<file path="src/rtl/ball_motion_if.sv">
// Ball-motion bus: frame tick, pause and paddle rows in; ball position,
// point pulses and serve flag out.
//   master : game/display side (drives tick, pause, paddle rows)
//   slave  : ball_motion engine (drives ball position, scores, serving)
interface ball_motion_if #(
  parameter int X_POS_W = 10,
  parameter int Y_POS_W = 10
);
  logic               new_frame_i;
  logic               pause_i;
  logic [Y_POS_W-1:0] left_paddle_y_i;
  logic [Y_POS_W-1:0] right_paddle_y_i;
  logic [X_POS_W-1:0] ball_x_o;
  logic [Y_POS_W-1:0] ball_y_o;
  logic               score_left_o;
  logic               score_right_o;
  logic               serving_o;

  modport master (
    output new_frame_i, pause_i, left_paddle_y_i, right_paddle_y_i,
    input  ball_x_o, ball_y_o, score_left_o, score_right_o, serving_o
  );

  modport slave (
    input  new_frame_i, pause_i, left_paddle_y_i, right_paddle_y_i,
    output ball_x_o, ball_y_o, score_left_o, score_right_o, serving_o
  );
endinterface

</file>
<file path="src/rtl/ball_motion.sv">
// Pong ball engine. Once per unpaused frame tick the ball either rests at
// the centre (SERVE), moves diagonally with wall/paddle bounces (PLAY), or
// is recentred after a point (SCORED).
// Ports:
//   clk_i   : clock, posedge
//   rst_ni  : synchronous active-low reset
//   bus     : ball_motion_if.slave (tick, pause, paddle rows in;
//             ball_x/ball_y, score pulses, serving out, all registered)
module ball_motion #(
  parameter int SCREEN_H_RES   = 640,
  parameter int SCREEN_V_RES   = 480,
  parameter int X_POS_W        = 10,
  parameter int Y_POS_W        = 10,
  parameter int BALL_SIDE      = 8,
  parameter int PADDLE_WIDTH   = 8,
  parameter int PADDLE_HEIGHT  = 64,
  parameter int LEFT_PADDLE_X  = 16,
  parameter int RIGHT_PADDLE_X = 616,
  parameter int BALL_SPEED     = 2,
  parameter int SERVE_FRAMES   = 60
) (
  input  logic          clk_i,
  input  logic          rst_ni,
  ball_motion_if.slave  bus
);

  localparam int CX     = (SCREEN_H_RES - BALL_SIDE) / 2;
  localparam int CY     = (SCREEN_V_RES - BALL_SIDE) / 2;
  localparam int X_MAX  = SCREEN_H_RES - BALL_SIDE;
  localparam int Y_MAX  = SCREEN_V_RES - BALL_SIDE;
  localparam int L_EDGE = LEFT_PADDLE_X + PADDLE_WIDTH;  // left paddle's right face
  localparam int CNT_W  = (SERVE_FRAMES > 1) ? $clog2(SERVE_FRAMES) : 1;

  typedef enum logic [1:0] {SERVE, PLAY, SCORED} state_e;

  state_e             state_q;
  logic [CNT_W-1:0]   cnt_q;
  logic [X_POS_W-1:0] ball_x_q;
  logic [Y_POS_W-1:0] ball_y_q;
  logic               dir_right_q, dir_down_q;
  logic               score_l_q, score_r_q, serving_q;

  logic tick;
  assign tick = bus.new_frame_i & ~bus.pause_i;

  // Next-position math is done in signed int so stepping past 0 or past the
  // far edge shows up as a negative / oversized value instead of wrapping.
  int   x, y, nx, ny, lpy, rpy, x_d, y_d;
  logic ovl_l, ovl_r, hit_l, hit_r, miss_l, miss_r;
  logic dir_right_d, dir_down_d;

  always_comb begin
    x   = int'(ball_x_q);
    y   = int'(ball_y_q);
    lpy = int'(bus.left_paddle_y_i);
    rpy = int'(bus.right_paddle_y_i);
    nx  = dir_right_q ? x + BALL_SPEED : x - BALL_SPEED;
    ny  = dir_down_q  ? y + BALL_SPEED : y - BALL_SPEED;

    // Vertical axis: clamp onto the wall and reflect; exact landing stays.
    y_d        = ny;
    dir_down_d = dir_down_q;
    if (dir_down_q && ny > Y_MAX) begin
      y_d        = Y_MAX;
      dir_down_d = 1'b0;
    end else if (!dir_down_q && ny < 0) begin
      y_d        = 0;
      dir_down_d = 1'b1;
    end

    // Horizontal axis: a hit needs the ball to cross the paddle face this
    // tick (was clear of it, now past it) while overlapping it vertically.
    ovl_l  = (ny + BALL_SIDE > lpy) && (ny < lpy + PADDLE_HEIGHT);
    ovl_r  = (ny + BALL_SIDE > rpy) && (ny < rpy + PADDLE_HEIGHT);
    hit_l  = !dir_right_q && (x >= L_EDGE) && (nx < L_EDGE) && ovl_l;
    hit_r  = dir_right_q && (x + BALL_SIDE <= RIGHT_PADDLE_X) &&
             (nx + BALL_SIDE > RIGHT_PADDLE_X) && ovl_r;
    miss_l = !dir_right_q && !hit_l && (nx < 0);
    miss_r = dir_right_q && !hit_r && (nx > X_MAX);

    x_d         = nx;
    dir_right_d = dir_right_q;
    if (hit_l) begin
      x_d         = L_EDGE;
      dir_right_d = 1'b1;
    end else if (hit_r) begin
      x_d         = RIGHT_PADDLE_X - BALL_SIDE;
      dir_right_d = 1'b0;
    end else if (miss_l) begin
      x_d = 0;
    end else if (miss_r) begin
      x_d = X_MAX;
    end
  end

  always_ff @(posedge clk_i) begin
    if (!rst_ni) begin
      state_q     <= SERVE;
      cnt_q       <= '0;
      ball_x_q    <= X_POS_W'(CX);
      ball_y_q    <= Y_POS_W'(CY);
      dir_right_q <= 1'b1;
      dir_down_q  <= 1'b1;
      score_l_q   <= 1'b0;
      score_r_q   <= 1'b0;
      serving_q   <= 1'b1;
    end else begin
      // Point pulses last exactly one cycle regardless of tick spacing.
      score_l_q <= 1'b0;
      score_r_q <= 1'b0;
      if (tick) begin
        case (state_q)
          SERVE: begin
            if (cnt_q == CNT_W'(SERVE_FRAMES - 1)) begin
              state_q   <= PLAY;
              cnt_q     <= '0;
              serving_q <= 1'b0;
            end else begin
              cnt_q <= cnt_q + CNT_W'(1);
            end
          end
          PLAY: begin
            ball_x_q    <= X_POS_W'(x_d);
            ball_y_q    <= Y_POS_W'(y_d);
            dir_right_q <= dir_right_d;
            dir_down_q  <= dir_down_d;
            if (miss_l || miss_r) begin
              score_r_q <= miss_l;
              score_l_q <= miss_r;
              state_q   <= SCORED;
            end
          end
          SCORED: begin
            // dir_x is left untouched: on a miss it still points at the side
            // that conceded, which is where the next serve goes.
            ball_x_q  <= X_POS_W'(CX);
            ball_y_q  <= Y_POS_W'(CY);
            cnt_q     <= '0;
            state_q   <= SERVE;
            serving_q <= 1'b1;
          end
          default: state_q <= SERVE;
        endcase
      end
    end
  end

  assign bus.ball_x_o      = ball_x_q;
  assign bus.ball_y_o      = ball_y_q;
  assign bus.score_left_o  = score_l_q;
  assign bus.score_right_o = score_r_q;
  assign bus.serving_o     = serving_q;

endmodule

</file>
<file path="src/flat_wrapper.sv">
// flat-port wrapper written by rule: the top's interface ports become plain ports
module ball_motion_flat 
#(
  parameter int SCREEN_H_RES   = 640,
  parameter int SCREEN_V_RES   = 480,
  parameter int X_POS_W        = 10,
  parameter int Y_POS_W        = 10,
  parameter int BALL_SIDE      = 8,
  parameter int PADDLE_WIDTH   = 8,
  parameter int PADDLE_HEIGHT  = 64,
  parameter int LEFT_PADDLE_X  = 16,
  parameter int RIGHT_PADDLE_X = 616,
  parameter int BALL_SPEED     = 2,
  parameter int SERVE_FRAMES   = 60
)
  (clk_i, rst_ni, bus_new_frame_i, bus_pause_i, bus_left_paddle_y_i, bus_right_paddle_y_i, bus_ball_x_o, bus_ball_y_o, bus_score_left_o, bus_score_right_o, bus_serving_o);
  ball_motion_if #(.X_POS_W(X_POS_W), .Y_POS_W(Y_POS_W)) bus_i ();
  input  logic clk_i;
  input  logic rst_ni;
  input wire logic [$bits(bus_i.new_frame_i)-1:0] bus_new_frame_i;
  input wire logic [$bits(bus_i.pause_i)-1:0] bus_pause_i;
  input wire logic [$bits(bus_i.left_paddle_y_i)-1:0] bus_left_paddle_y_i;
  input wire logic [$bits(bus_i.right_paddle_y_i)-1:0] bus_right_paddle_y_i;
  output wire logic [$bits(bus_i.ball_x_o)-1:0] bus_ball_x_o;
  output wire logic [$bits(bus_i.ball_y_o)-1:0] bus_ball_y_o;
  output wire logic [$bits(bus_i.score_left_o)-1:0] bus_score_left_o;
  output wire logic [$bits(bus_i.score_right_o)-1:0] bus_score_right_o;
  output wire logic [$bits(bus_i.serving_o)-1:0] bus_serving_o;
  assign bus_i.new_frame_i = bus_new_frame_i;
  assign bus_i.pause_i = bus_pause_i;
  assign bus_i.left_paddle_y_i = bus_left_paddle_y_i;
  assign bus_i.right_paddle_y_i = bus_right_paddle_y_i;
  assign bus_ball_x_o = bus_i.ball_x_o;
  assign bus_ball_y_o = bus_i.ball_y_o;
  assign bus_score_left_o = bus_i.score_left_o;
  assign bus_score_right_o = bus_i.score_right_o;
  assign bus_serving_o = bus_i.serving_o;
  ball_motion #(.SCREEN_H_RES(SCREEN_H_RES), .SCREEN_V_RES(SCREEN_V_RES), .X_POS_W(X_POS_W), .Y_POS_W(Y_POS_W), .BALL_SIDE(BALL_SIDE), .PADDLE_WIDTH(PADDLE_WIDTH), .PADDLE_HEIGHT(PADDLE_HEIGHT), .LEFT_PADDLE_X(LEFT_PADDLE_X), .RIGHT_PADDLE_X(RIGHT_PADDLE_X), .BALL_SPEED(BALL_SPEED), .SERVE_FRAMES(SERVE_FRAMES)) u_core (.clk_i(clk_i), .rst_ni(rst_ni), .bus(bus_i));
endmodule
</file>
<file path="config.mk">
export PLATFORM = sky130hd
export DESIGN_NAME = ball_motion_flat
export DESIGN_NICKNAME = d
export VERILOG_FILES = /design/src/rtl/ball_motion_if.sv /design/src/rtl/ball_motion.sv /design/src/flat_wrapper.sv
export SDC_FILE = /design/constraint.sdc
export NUM_CORES = 1
export LEC_CHECK = 0
export BUFFER_PORTS_ARGS = -buffer_cell sky130_fd_sc_hd__buf_4
export CORE_UTILIZATION = 54
export CTS_CLUSTER_DIAMETER = 40
export DETAILED_ROUTE_END_ITERATION = 7
export GPL_TIMING_DRIVEN = 0
export MAX_ROUTING_LAYER = met4
export PLACE_DENSITY_LB_ADDON = 0.15
export SLEW_MARGIN = 25
export SYNTH_ARGS = -nofsm -noshare
export SYNTH_HDL_FRONTEND = slang
export SYNTH_SLANG_ARGS = --single-unit
export TNS_END_PERCENT = 50
</file>
<file path="constraint.sdc">
create_clock -name clk_i -period 4.6 [get_ports clk_i]
set_input_delay 0.92 -clock clk_i [delete_from_list [all_inputs] [get_ports clk_i]]
set_output_delay 0.92 -clock clk_i [all_outputs]
set_load 0.1 [all_outputs]
</file>
**Yosys cells after proc, flatten, opt, wreduce, memory -nomap -nowiden**

Cells that the tools add are included.

- Register bits: 33
- Input port bits: 24
- Output and inout port bits: 23
- Word-level logic and storage cells: 90

- Add/subtract/negate cells: 10
- Magnitude comparators: 12
- Equal/unequal tests: 5
- Mux-type cells: 21
- Bitwise gates (word level): 2
- Reductions and logical operators: 31

Operators with widths:

| operator | count |
|---|---|
| $add 32x5->32 const B | 2 |
| $gt 32x11->1 | 2 |
| $gt 32x11->1 const B | 2 |
| $lt 32x1->1 const B | 2 |
| $lt 32x12->1 | 2 |
| $mux 32 | 2 |
| $mux 10 | 6 |
| $pmux 10 s2 | 2 |
| $gt 32x10->1 const B | 1 |
| $le 32x11->1 const B | 1 |
| $lt 32x6->1 const B | 1 |
| $add 10x2->11 const B | 2 |
| $add 10x7->11 const B | 2 |
| $sub 10x2->11 const B | 2 |
| $logic_and 1x1->1 | 14 |
| $pmux 6 s2 | 1 |
| $reduce_and 3->1 | 4 |
| $add 10x4->11 const B | 1 |
| $ge 10x5->1 const B | 1 |
| $reduce_bool 2->1 | 4 |
| $add 6x1->6 const B | 1 |
| $eq 6x6->1 const B | 1 |
| $mux 6 | 1 |
| $mux 1 | 5 |
| other kinds (13) | 19 |

**Longest topological paths before layout**

Gate-level depths: netlist of run 1.

- Word-level depth: 14
- Mapped depth: 21
- Depth with buffers taken out: 19

**Worst setup path before layout of run 1**

Ideal clock, no wire load.

- Path kind: reg-to-reg
- Start point: register u_core.ball_x_q[3], in the netlist u_core.bus.ball_x_o[3]
- End point: register u_core.ball_x_q[2], in the netlist u_core.bus.ball_x_o[2]
- Library setup time: 0.062 ns
- Arrival: 4.915 ns
- Data required time: 4.538 ns
- Setup slack: -0.377 ns
- Stages on the path, launching flop included: 20
- Buffers on the path: 3
- Period minus slack after synthesis: 4.977 ns
- Cells stage by stage: dfxtp_1 -> buf_2 -> inv_1 -> ha_1 -> nor2b_1 -> o21ai_1 -> xor2_1 -> and4_4 -> buf_6 -> nand3_1 -> ha_1 -> nor4b_1 -> nand4_1 -> or4b_2 -> nor4_1 -> a211oi_1 -> and3_1 -> buf_6 -> o31ai_4 -> o221a_2

- Word-level cells in the longest chain between the ends: 14
- Elaborated cells between the ends (all ways): 28

Ends and longest elaborated chain:

| what | RTL line | text |
|---|---|---|
| start, declared | ball_motion.sv:38 | `logic [X_POS_W-1:0] ball_x_q;` |
| start signal, assigned | ball_motion.sv:100 | `ball_x_q <= X_POS_W'(CX);` |
| start signal, assigned | ball_motion.sv:123 | `ball_x_q <= X_POS_W'(x_d);` |
| start signal, assigned | ball_motion.sv:136 | `ball_x_q <= X_POS_W'(CX);` |
| $sub 10x2->11 / $add 10x2->11 (equally long branches) | ball_motion.sv:57 | `nx = dir_right_q ? x + BALL_SPEED : x - BALL_SPEED;` |
| $mux 32 | ball_motion.sv:57 |  |
| $add 32x5->32 | ball_motion.sv:77 | `(nx + BALL_SIDE > RIGHT_PADDLE_X) && ovl_r;` |
| $gt 32x11->1 | ball_motion.sv:77 |  |
| $logic_and 1x1->1 | ball_motion.sv:76 | `hit_r = dir_right_q && (x + BALL_SIDE <= RIGHT_PADDLE_X) &&` |
| $logic_and 1x1->1 | ball_motion.sv:77 |  |
| $logic_not 1->1 | ball_motion.sv:79 | `miss_r = dir_right_q && !hit_r && (nx > X_MAX);` |
| $logic_and 1x1->1 (2 in a row) | ball_motion.sv:79 |  |
| $mux 10 | ball_motion.sv:91 | `end else if (miss_r) begin` |
| $mux 10 | ball_motion.sv:89 | `end else if (miss_l) begin` |
| $mux 10 | ball_motion.sv:86 | `end else if (hit_r) begin` |
| $mux 10 (*) | ball_motion.sv:83 | `if (hit_l) begin` |
| $pmux 10 s2 (*) | ball_motion.sv:112 | `case (state_q)` |

Mark *: on every way between the ends. The rest lies on a longest branch, timed or not.
A chain may end at the register's enable or synchronous reset.

**Worst setup path after layout of run 1**

- Start point: register u_core.dir_down_q
- End point: register u_core.ball_x_q[1], in the netlist u_core.bus.ball_x_o[1]

- Word-level cells in the longest chain between the ends: 13
- Elaborated cells between the ends (all ways): 21

Ends and longest elaborated chain:

| what | RTL line | text |
|---|---|---|
| start, declared | ball_motion.sv:40 | `logic dir_right_q, dir_down_q;` |
| start signal, assigned | ball_motion.sv:126 | `dir_down_q <= dir_down_d;` |
| $mux 32 (*) | ball_motion.sv:58 | `ny = dir_down_q ? y + BALL_SPEED : y - BALL_SPEED;` |
| $add 32x5->32 | ball_motion.sv:73, ball_motion.sv:74 |  |
| $gt 32x11->1 | ball_motion.sv:74 | `ovl_r = (ny + BALL_SIDE > rpy) && (ny < rpy + PADDLE_HEIGHT);` |
| $logic_and 1x1->1 | ball_motion.sv:74 |  |
| $logic_and 1x1->1 | ball_motion.sv:77 |  |
| $logic_not 1->1 | ball_motion.sv:79 |  |
| $logic_and 1x1->1 (2 in a row) | ball_motion.sv:79 |  |
| $mux 10 | ball_motion.sv:91 |  |
| $mux 10 | ball_motion.sv:89 |  |
| $mux 10 | ball_motion.sv:86 |  |
| $mux 10 (*) | ball_motion.sv:83 |  |
| $pmux 10 s2 (*) | ball_motion.sv:112 |  |

Marks and branches as above.

==> results.rst, run 1 <==
.. list-table::
   :header-rows: 1

   * - Metric
     - Value
   * - Run status
     - completed
   * - Row count
     - 30
   * - Mean post-synth cell area
     - about 7.6 um^2
   * - Peak VDD IR
     - ~160 uV
   * - H-tree depth reported by CTS
     - 2
   * - Vias per inst
     - around 6.1
   * - Maximum clock path buffer count
     - 2
   * - Pin count of the biggest net entering global routing
     - 16
   * - Number of ports placed on the die boundary
     - between 40 and 50
   * - Weighted congestion at the end of routability-driven global placement
     - ~0.95
   * - Post-layout minimum cycle time
     - about 4.4 ns
   * - Worst-path clk slew
     - ~0.070 ns
   * - Total Routed Length
     - 10770 um
   * - Primary FF master, synth
     - dfxtp_1
   * - Detail-routed net length per standard cell
     - between 15 and 20 um
   * - Total global routing overflow
     - 0
   * - Largest cells by area after synthesis
     - ha_1 20%, dfxtp_1 16%, inv_1 4.6%, xnor2_1 4.6%, nand3_1 3.8%
   * - First-pass GRT wire length
     - around 17000 um
   * - Initial antenna violation count
     - 0
   * - Leakage power
     - approximately 2 nW
   * - Number of distinct library cells after synthesis
     - between 70 and 80
   * - Latest clock arrival within the worst-skew pair
     - approximately 0.29 ns
   * - Warnings from Yosys
     - 0
   * - Achievable frequency
     - roughly 230 MHz
   * - Layout overhead on the synthesized area
     - 18.27%
   * - Width of the die
     - 87.61 um
   * - Area fraction of the dominant cell type after synthesis
     - 19.60%
   * - Initial Utilization
     - between 50 and 60%
   * - DRC violation total after the first TritonRoute iteration
     - 290
   * - Count of buffers inserted at the top-level ports
     - 44
   * - Antenna violation net count after detailed routing
     - 0
   * - Critical path data required time
     - around 4.8 ns
   * - Worst setup slack for register-to-register paths
     - approximately 0.24 ns
   * - Hold Crit Class
     - flop to flop
   * - Die height
     - slightly below 90 um
   * - Number of standard cells after synthesis
     - 524
   * - Summed area of non-filler cells in the final layout
     - between 0.004 and 0.005 mm^2
   * - Post-detailed-placement cell area
     - roughly 0.0044 mm^2
   * - DIE AREA
     - ~0.0077 mm^2
   * - Core Area
     - 0.006944 mm^2
   * - Nets
     - roughly 670
   * - Post-synthesis cell area
     - 0.003958 mm^2
   * - Worst slew margin
     - a little under half
   * - Launching element type of the critical path
     - flop
   * - Endpoint type of the worst setup path
     - flop
   * - Root Driver
     - clkbuf_8
   * - TritonCTS buffer count
     - 5
   * - Number of iterations in the first detailed-routing pass
     - 5
   * - Fillers
     - between 600 and 700
   * - #FFs+latches synth
     - 31
   * - Crit share post-route
     - between 90% and 100%
   * - Number of clock sinks seen by CTS
     - 31
   * - Library cell occupying the most area in the post-synthesis netlist
     - ha_1
   * - Arrival time at the worst endpoint
     - 4.57 ns
   * - HPWL after detailed placement
     - a little over 8000 um
   * - Total routing resource utilization after global routing
     - 29.32%
   * - DRC violations left
     - 0
   * - Hold Buf Count CTS
     - 0
   * - Final number of hold-violating endpoints
     - 0
   * - Share of synthesized area occupied by flip-flops and latches
     - between 15 and 20%
   * - Number of global-route vias before repair
     - roughly 3700
   * - Overall Power
     - between 500 and 600 uW
   * - Max-slew violation count
     - 0
   * - Fraction of registers with async set or reset after synthesis
     - 0%
   * - Diode insertion count for antenna repair
     - 0
   * - Worst clock skew
     - ~0.0092 ns
   * - Pin slew with the least headroom to its limit
     - a little under 0.8 ns
   * - Number of flops mapped to enable cells by yosys
     - 0
   * - Leading post-synthesis cells by instance count
     - 62 x ha_1, 49 x inv_1, 39 x nand2_1
   * - Via count
     - 4124
   * - Most frequently used cell type in the post-synthesis netlist
     - ha_1
   * - Number of max-cap violations
     - 0
   * - Share of cells above drive strength 1
     - ~20%
   * - Setup violations, final
     - 0
   * - Critical Setup Path Class
     - flop to flop
   * - Cell Pwr Density
     - roughly 120 mW/mm^2
   * - Largest fanout of any net on the critical path
     - 10
   * - TritonCTS clock tree
     - built
-- power by group --
group | internal [mW] | leakage, nW | total [mW] | switching (mW)
Combinational | 0.0411 | 1.77 | 0.0876 | 0.0465
Sequential | 0.268 | 0.249 | 0.269 | 0.000901
Clock | 0.105 | 0.0402 | 0.217 | 0.112
-- worst max-delay path, stage by stage, from the launching register on --
cell       delay, ns
dfxtp_1         0.30
buf_2           0.19
and4_1          0.22
buf_2           0.15
and4_1          0.22
nor2_1          0.13
xor2_1          0.64
nor4_4          0.10
xnor2_1         0.32
ha_1            0.31
a2111oi_0       0.43
nand2_1         0.09
a21oi_1         0.11
o21ba_2         0.16
nand2b_1        0.13
and3_1          0.19
buf_6           0.15
nand4b_1        0.25
o21ai_1         0.19
-- final timing paths --
check | startpoint | end | cells past startpoint
max | u_core.dir_down_q$_SDFFE_PN1P_ | u_core.bus.ball_x_o[1]$_SDFFE_PN0P_ | 18
min | u_core.bus.serving_o$_SDFFE_PN1P_ | u_core.bus.serving_o$_SDFFE_PN1P_ | 2
max reg2reg | u_core.dir_down_q$_SDFFE_PN1P_ | u_core.bus.ball_x_o[1]$_SDFFE_PN0P_ | 18
min reg2reg | u_core.bus.serving_o$_SDFFE_PN1P_ | u_core.bus.serving_o$_SDFFE_PN1P_ | 2
-- kinds of logic after synthesis --
logic type / after synthesis / synth area share, %
multiplexers: 5 / 1.296
other: 1 / 0.09476
buffers and inverters: 77 / 8.157
XOR/XNOR: 30 / 6.639
AND/OR/NAND/NOR: 191 / 26.53
AO/OA/AOI/OAI: 127 / 22.01
flip-flops: 31 / 15.68
adder cells (fa/ha/maj): 62 / 19.60
-- what timing repair did --
item | CTS | global route
endpoints found under the setup margin | 13 | 13
pin swaps | 1 | 3
buffers inserted | 3 | 3
gates resized for setup | 8 | 22
endpoints found under the hold margin | 0 | 0
-- area by class of cell --
type	count	area, um^2	area share (%)
plain buffers	25	132.6	2.833
clock buffers	5	68.82	1.470
clock inverters	3	20.02	0.4277
inverters	49	183.9	3.929
multi-input cells	417	3148	67.25
flip-flops and latches	31	631.9	13.50
well taps	96	120.1	2.566
repair buffers	50	375.4	8.019
-- flip-flops by register name, indices dropped and copies added, names as in the netlist --
register / flops
u_core.cnt_q: 6
u_core.bus.serving_o: 1
u_core.dir_down_q: 1
u_core.bus.score_right_o: 1
u_core.dir_right_q: 1
u_core.state_q: 2
u_core.bus.ball_x_o: 9
u_core.bus.score_left_o: 1
u_core.bus.ball_y_o: 9
-- through the flow --
step,std cells,setup TNS (ns),setup WS [ns],hold slack [ns],utilization (%)
finish,676,0,0.2400,0.4820,67.41
global route,676,-0.005549,-0.005549,0.5034,67.41
CTS,674,0,0.001394,0.4890,65.77
detailed placement,665,-2.188,-0.2741,0.4653,63.69
global placement,665,-1.459,-0.1914,0.4693,63.69
floorplan,525,0,0.01621,0.4515,-
-- routing by layer --
layer,wire (um),global-route usage (%),share of wire (%)
met3,661,3.016,6.1
met2,5183,48.15,48
met4,114,6.706,1.1
met5,0,-,0
met1,4815,38.83,45
-- layout by cell type (no fill, tap or decap), types with 3 or more instances in the layout --
cell type	n
nand2b_1	7
mux2i_1	4
nor2b_1	11
nand3_1	30
o211ai_1	7
nand2_1	39
or3_1	3
nor4_4	3
nand4_1	13
and2_1	5
buf_4	53
and3_1	4
o21a_1	5
dfxtp_1	24
a21o_1	4
inv_1	49
o22ai_1	3
nor3_1	5
o2111ai_1	4
clkbuf_1	11
a31oi_1	7
nand4b_1	3
o21ai_0	22
nor4_1	6
nor4_2	3
a211oi_1	4
a21boi_0	4
a21oi_1	28
xnor2_1	19
buf_2	5
clkbuf_8	5
ha_1	61
dfxtp_2	6
and4_1	5
o21ai_1	5
nor2_1	34
o22a_1	3
xor2_1	7
Power figures use the tool's default switching activity.
==> run 2, diff against run 1 <==
- ABC_AREA: not set -> 1
- CORE_UTILIZATION: 54 -> 55
- SKIP_CTS_REPAIR_TIMING: not set -> 1
==> results.rst, run 2 <==
.. list-table::
   :header-rows: 1

   * - Metric
     - Value
   * - Run status
     - completed
   * - Critical path data required time
     - 4.75 ns (-0.06 ns)
   * - Max-slew violation count
     - 0 (unchanged)
   * - Mux contribution to synthesized area
     - 0% (-1.3 points)
   * - Post-synthesis simple-gate area fraction
     - 44.71% (+18 points)
   * - Library cell occupying the most area in the post-synthesis netlist
     - ha_1
   * - Net switching power
     - 159.6 uW (+0.31%)
   * - Nets
     - 887 (+33%)
   * - Most frequent standard cell in the layout excluding fill and tap cells
     - nand2_1
   * - Maximum clock path buffer count
     - 2 (unchanged)
   * - Setup slack after layout
     - 0.6013 ns (+0.3613 ns)
   * - Core Area
     - 0.007888 mm^2 (+14%)
   * - Worst slew margin
     - 58.04% (+10 points)
   * - Detail-routed net length per standard cell
     - 13.41 um (-16%)
   * - Area fraction of the dominant cell type after synthesis
     - 16.99% (-2.6 points)
   * - CP bufs+invs
     - 1 (-2)
   * - Critical Setup Path Class
     - flop to flop
   * - Setup violations, final
     - 0 (unchanged)
   * - DRC violations left
     - 0 (unchanged)
   * - Warnings from Yosys
     - 0 (unchanged)
   * - Layout overhead on the synthesized area
     - 12.38%
   * - Number of max-cap violations
     - 0 (unchanged)
   * - Most frequently used cell type in the post-synthesis netlist
     - nand2_1
   * - Number of flops mapped to enable cells by yosys
     - 0 (unchanged)
   * - Share of cells above drive strength 1
     - 15.34% (-4.7 points)
   * - Hold WS
     - 0.4872 ns (+0.005227 ns)
   * - Setup repair after global routing missed its margin
     - false
   * - Root Driver
     - clkbuf_8
   * - Fraction of registers with async set or reset after synthesis
     - 0% (unchanged)
   * - TritonCTS clock tree
     - built
   * - Int Power
     - 446.9 uW (+7.8%)
   * - Arrival time at the worst endpoint
     - 4.15 ns (-0.42 ns)
   * - Parity-gate share of the synthesized area counting xor and xnor cells
     - 3.068% (-3.6 points)
   * - TritonCTS buffer count
     - 5 (unchanged)
   * - Standard cell with the maximum stage delay on the critical path
     - dfxtp_1
   * - Achievable frequency
     - 250.1 MHz (+9.0%)
   * - Peak VDD IR
     - 167.2 uV (+6.1%)
   * - Leading post-synthesis cells by instance count
     - 204 x nand2_1, 104 x inv_1, 79 x nor2_1
   * - First-pass GRT wire length
     - 20490 um (+17%)
   * - Vias per inst
     - 5.472 (-10%)
   * - Diode insertion count for antenna repair
     - 0 (unchanged)
   * - DIE AREA
     - 0.008672 mm^2 (+13%)
   * - Total global routing overflow
     - 0 (unchanged)
   * - Initial antenna violation count
     - 0 (unchanged)
   * - Share of total power in sequential cells
     - 44.5% (-2.4 points)
   * - Worst-path clk slew
     - 0.07 ns (about the same)
   * - Number of global-route vias before repair
     - 4576 (+23%)
   * - Post-synthesis compound-gate area fraction
     - 10.60% (-11 points)
   * - Share of synthesized area occupied by flip-flops and latches
     - 13.59% (-2.1 points)
   * - Launching element type of the critical path
     - flop
   * - Number of standard cells after synthesis
     - 749 (+43%)
   * - DRC violation total after the first TritonRoute iteration
     - 238 (-18%)
   * - Fraction of the mapped netlist area in adder cells
     - 16.99% (-2.6 points)
   * - Number of distinct library cells after synthesis
     - 42 (-44%)
   * - Largest fanout of any net on the critical path
     - 9 (-1)
   * - Post-synthesis cell area
     - 0.004567 mm^2 (+15%)
   * - Most frequent cells in the layout
     - 204 x nand2_1, 104 x inv_1, 79 x nor2_1
   * - Hold Crit Class
     - flop to flop
   * - Final number of hold-violating endpoints
     - 0 (unchanged)
   * - Total routing resource utilization after global routing
     - 29.82% (+0.50 points)
   * - Total negative setup slack
     - 0 ns (unchanged)
   * - Worst clock skew
     - 0.007532 ns (-0.001683 ns)
   * - Post-layout minimum cycle time
     - 3.999 ns (-0.3613 ns)
   * - Number of ports placed on the die boundary
     - 47 (unchanged)
   * - Part of the power in combinational logic
     - 15.6% (+0.3 points)
   * - Antenna violation net count after detailed routing
     - 0 (unchanged)
   * - Mean post-synth cell area
     - 6.097 um^2 (-19%)
   * - Pin count of the biggest net entering global routing
     - 15 (-1)
   * - Total Routed Length
     - 12130 um (+13%)
   * - Leakage power
     - 2.856 nW (+39%)
   * - Sw Ratio
     - 26.31% (-1.4 points)
   * - H-tree depth reported by CTS
     - 2 (unchanged)
   * - Initial Utilization
     - 57.90% (+0.91 points)
   * - Via count
     - 4947 (+20%)
   * - Latest clock arrival within the worst-skew pair
     - 0.29 ns (about the same)
   * - Cell-by-cell trace of the critical path
     - inv_1, ha_1, nand2_1, nand3_1, nand2_1, ha_1, nand2_1, nor2_1, nand2_1, nor2_1, nand2_1, ha_1, or2_2, nor4_1, nand2_1, nor2_1, nand3_1, nand3_1, nor2_2, nand2_4, nand3_1, a21oi_1, o21ai_0
   * - Width of the die
     - 93.13 um (+6.3%)
   * - Die height
     - 93.13 um (+6.3%)
   * - HPWL after detailed placement
     - 10010 um (+21%)
   * - Critical Path Max Stage Delay
     - 0.54 ns (-0.10 ns)
   * - Cell Pwr Density
     - 118.2 mW/mm^2 (-3.6%)
   * - Primary FF master, synth
     - dfxtp_1
   * - Cell class contributing the biggest share of worst-path delay
     - simple AND/OR/NAND/NOR gates
   * - Endpoint type of the worst setup path
     - flop
   * - Row count
     - 32 (+6.7%)
   * - Combinational family with the most area after synthesis
     - simple AND/OR/NAND/NOR gates
   * - Pin slew with the least headroom to its limit
     - 0.6294 ns (-0.1493 ns)
   * - Part of the power in the clock network
     - 39.8% (+2.0 points)
   * - Number of clock sinks seen by CTS
     - 31 (unchanged)
   * - Weighted congestion at the end of routability-driven global placement
     - 0.9486 (+0.35%)
   * - Crit share post-route
     - 86.93% (-7.9 points)
   * - Setup Slack @ Placement
     - 0.6674 ns (+0.9415 ns)
   * - Number of iterations in the first detailed-routing pass
     - 5 (unchanged)
   * - #FFs+latches synth
     - 31 (unchanged)
   * - Count of buffers inserted at the top-level ports
     - 44 (unchanged)
   * - Cell mode on critical path
     - nand2_1
   * - Largest cells by area after synthesis
     - ha_1 17%, nand2_1 17%, dfxtp_1 14%, inv_1 8.5%, nor2_1 6.5%
-- run 2: layout make-up --
cell class	instances	area, um^2
buffer	14	85.08
clock inverter	1	7.507
multi-input combinational	595	3450
clock buffer	7	96.34
timing repair buffer	44	330.3
tap	102	127.6
sequential	31	620.6
fill	759	2755
inverter	110	415.4
-- run 2: path summary, 6_finish.rpt --
| check | endpoint | slack (ns) | startpoint | depth (start not counted) |
|---|---|---|---|---|
| worst max-delay path | u_core.bus.ball_x_o[5]$_SDFFE_PN1P_ | 0.60 | u_core.bus.ball_y_o[1]$_SDFFE_PN0P_ | 23 |
| worst min-delay path | u_core.cnt_q[1]$_SDFFE_PN0P_ | 0.49 | u_core.cnt_q[1]$_SDFFE_PN0P_ | 2 |
| worst max register to register | u_core.bus.ball_x_o[5]$_SDFFE_PN1P_ | 0.60 | u_core.bus.ball_y_o[1]$_SDFFE_PN0P_ | 23 |
| worst min register to register | u_core.cnt_q[1]$_SDFFE_PN0P_ | 0.49 | u_core.cnt_q[1]$_SDFFE_PN0P_ | 2 |
-- run 2: metal layers --
metal	part of all wire (%)	vias up	GRT usage, %
met2	47	151	50.43
met1	46	2258	38.48
li1	-	2518	-
met5	0	-	-
met4	1.7	0	7.949
met3	5.7	20	2.114
-- run 2: tightest hold or removal path, delay by kind of cell, from the launching register on --
family | cells | cell delay [ns]
compound gates | 1 | 0.05
flops | 1 | 0.32
simple gates | 1 | 0.07
-- run 2: kinds of logic (layout without fill, tap and decap cells) --
kind of cell / count (synthesis) / after routing
AOI/OAI and AO/OA: 88 / 88
other: 1 / 2
adders and majority gates: 62 / 62
DFF: 31 / 31
buffers and inverters: 124 / 176
xor gates and xnor gates: 16 / 16
and+or+nand+nor: 427 / 427
-- run 2: power by group through the flow --
stage | Clock [mW] | Sequential, mW | Combinational, mW
after floorplan | 0 | 0.276 | 0.0623
after global placement | 0 | 0.276 | 0.0895
after detailed placement | 0 | 0.276 | 0.0945
after CTS | 0.245 | 0.270 | 0.0948
after global routing | 0.258 | 0.270 | 0.109
final | 0.242 | 0.270 | 0.0949
-- run 2: through the flow --
stage                     util (%)  power, mW  instance area [um^2]  cells
after CTS                    65.07     0.6099                  5132    904
after floorplan                  -     0.3383                  4571    750
final                        65.07     0.6066                  5132    904
after detailed placement     63.75     0.3708                  5029    896
after global routing         65.07     0.6371                  5132    904
after global placement       63.75     0.3657                  5029    896
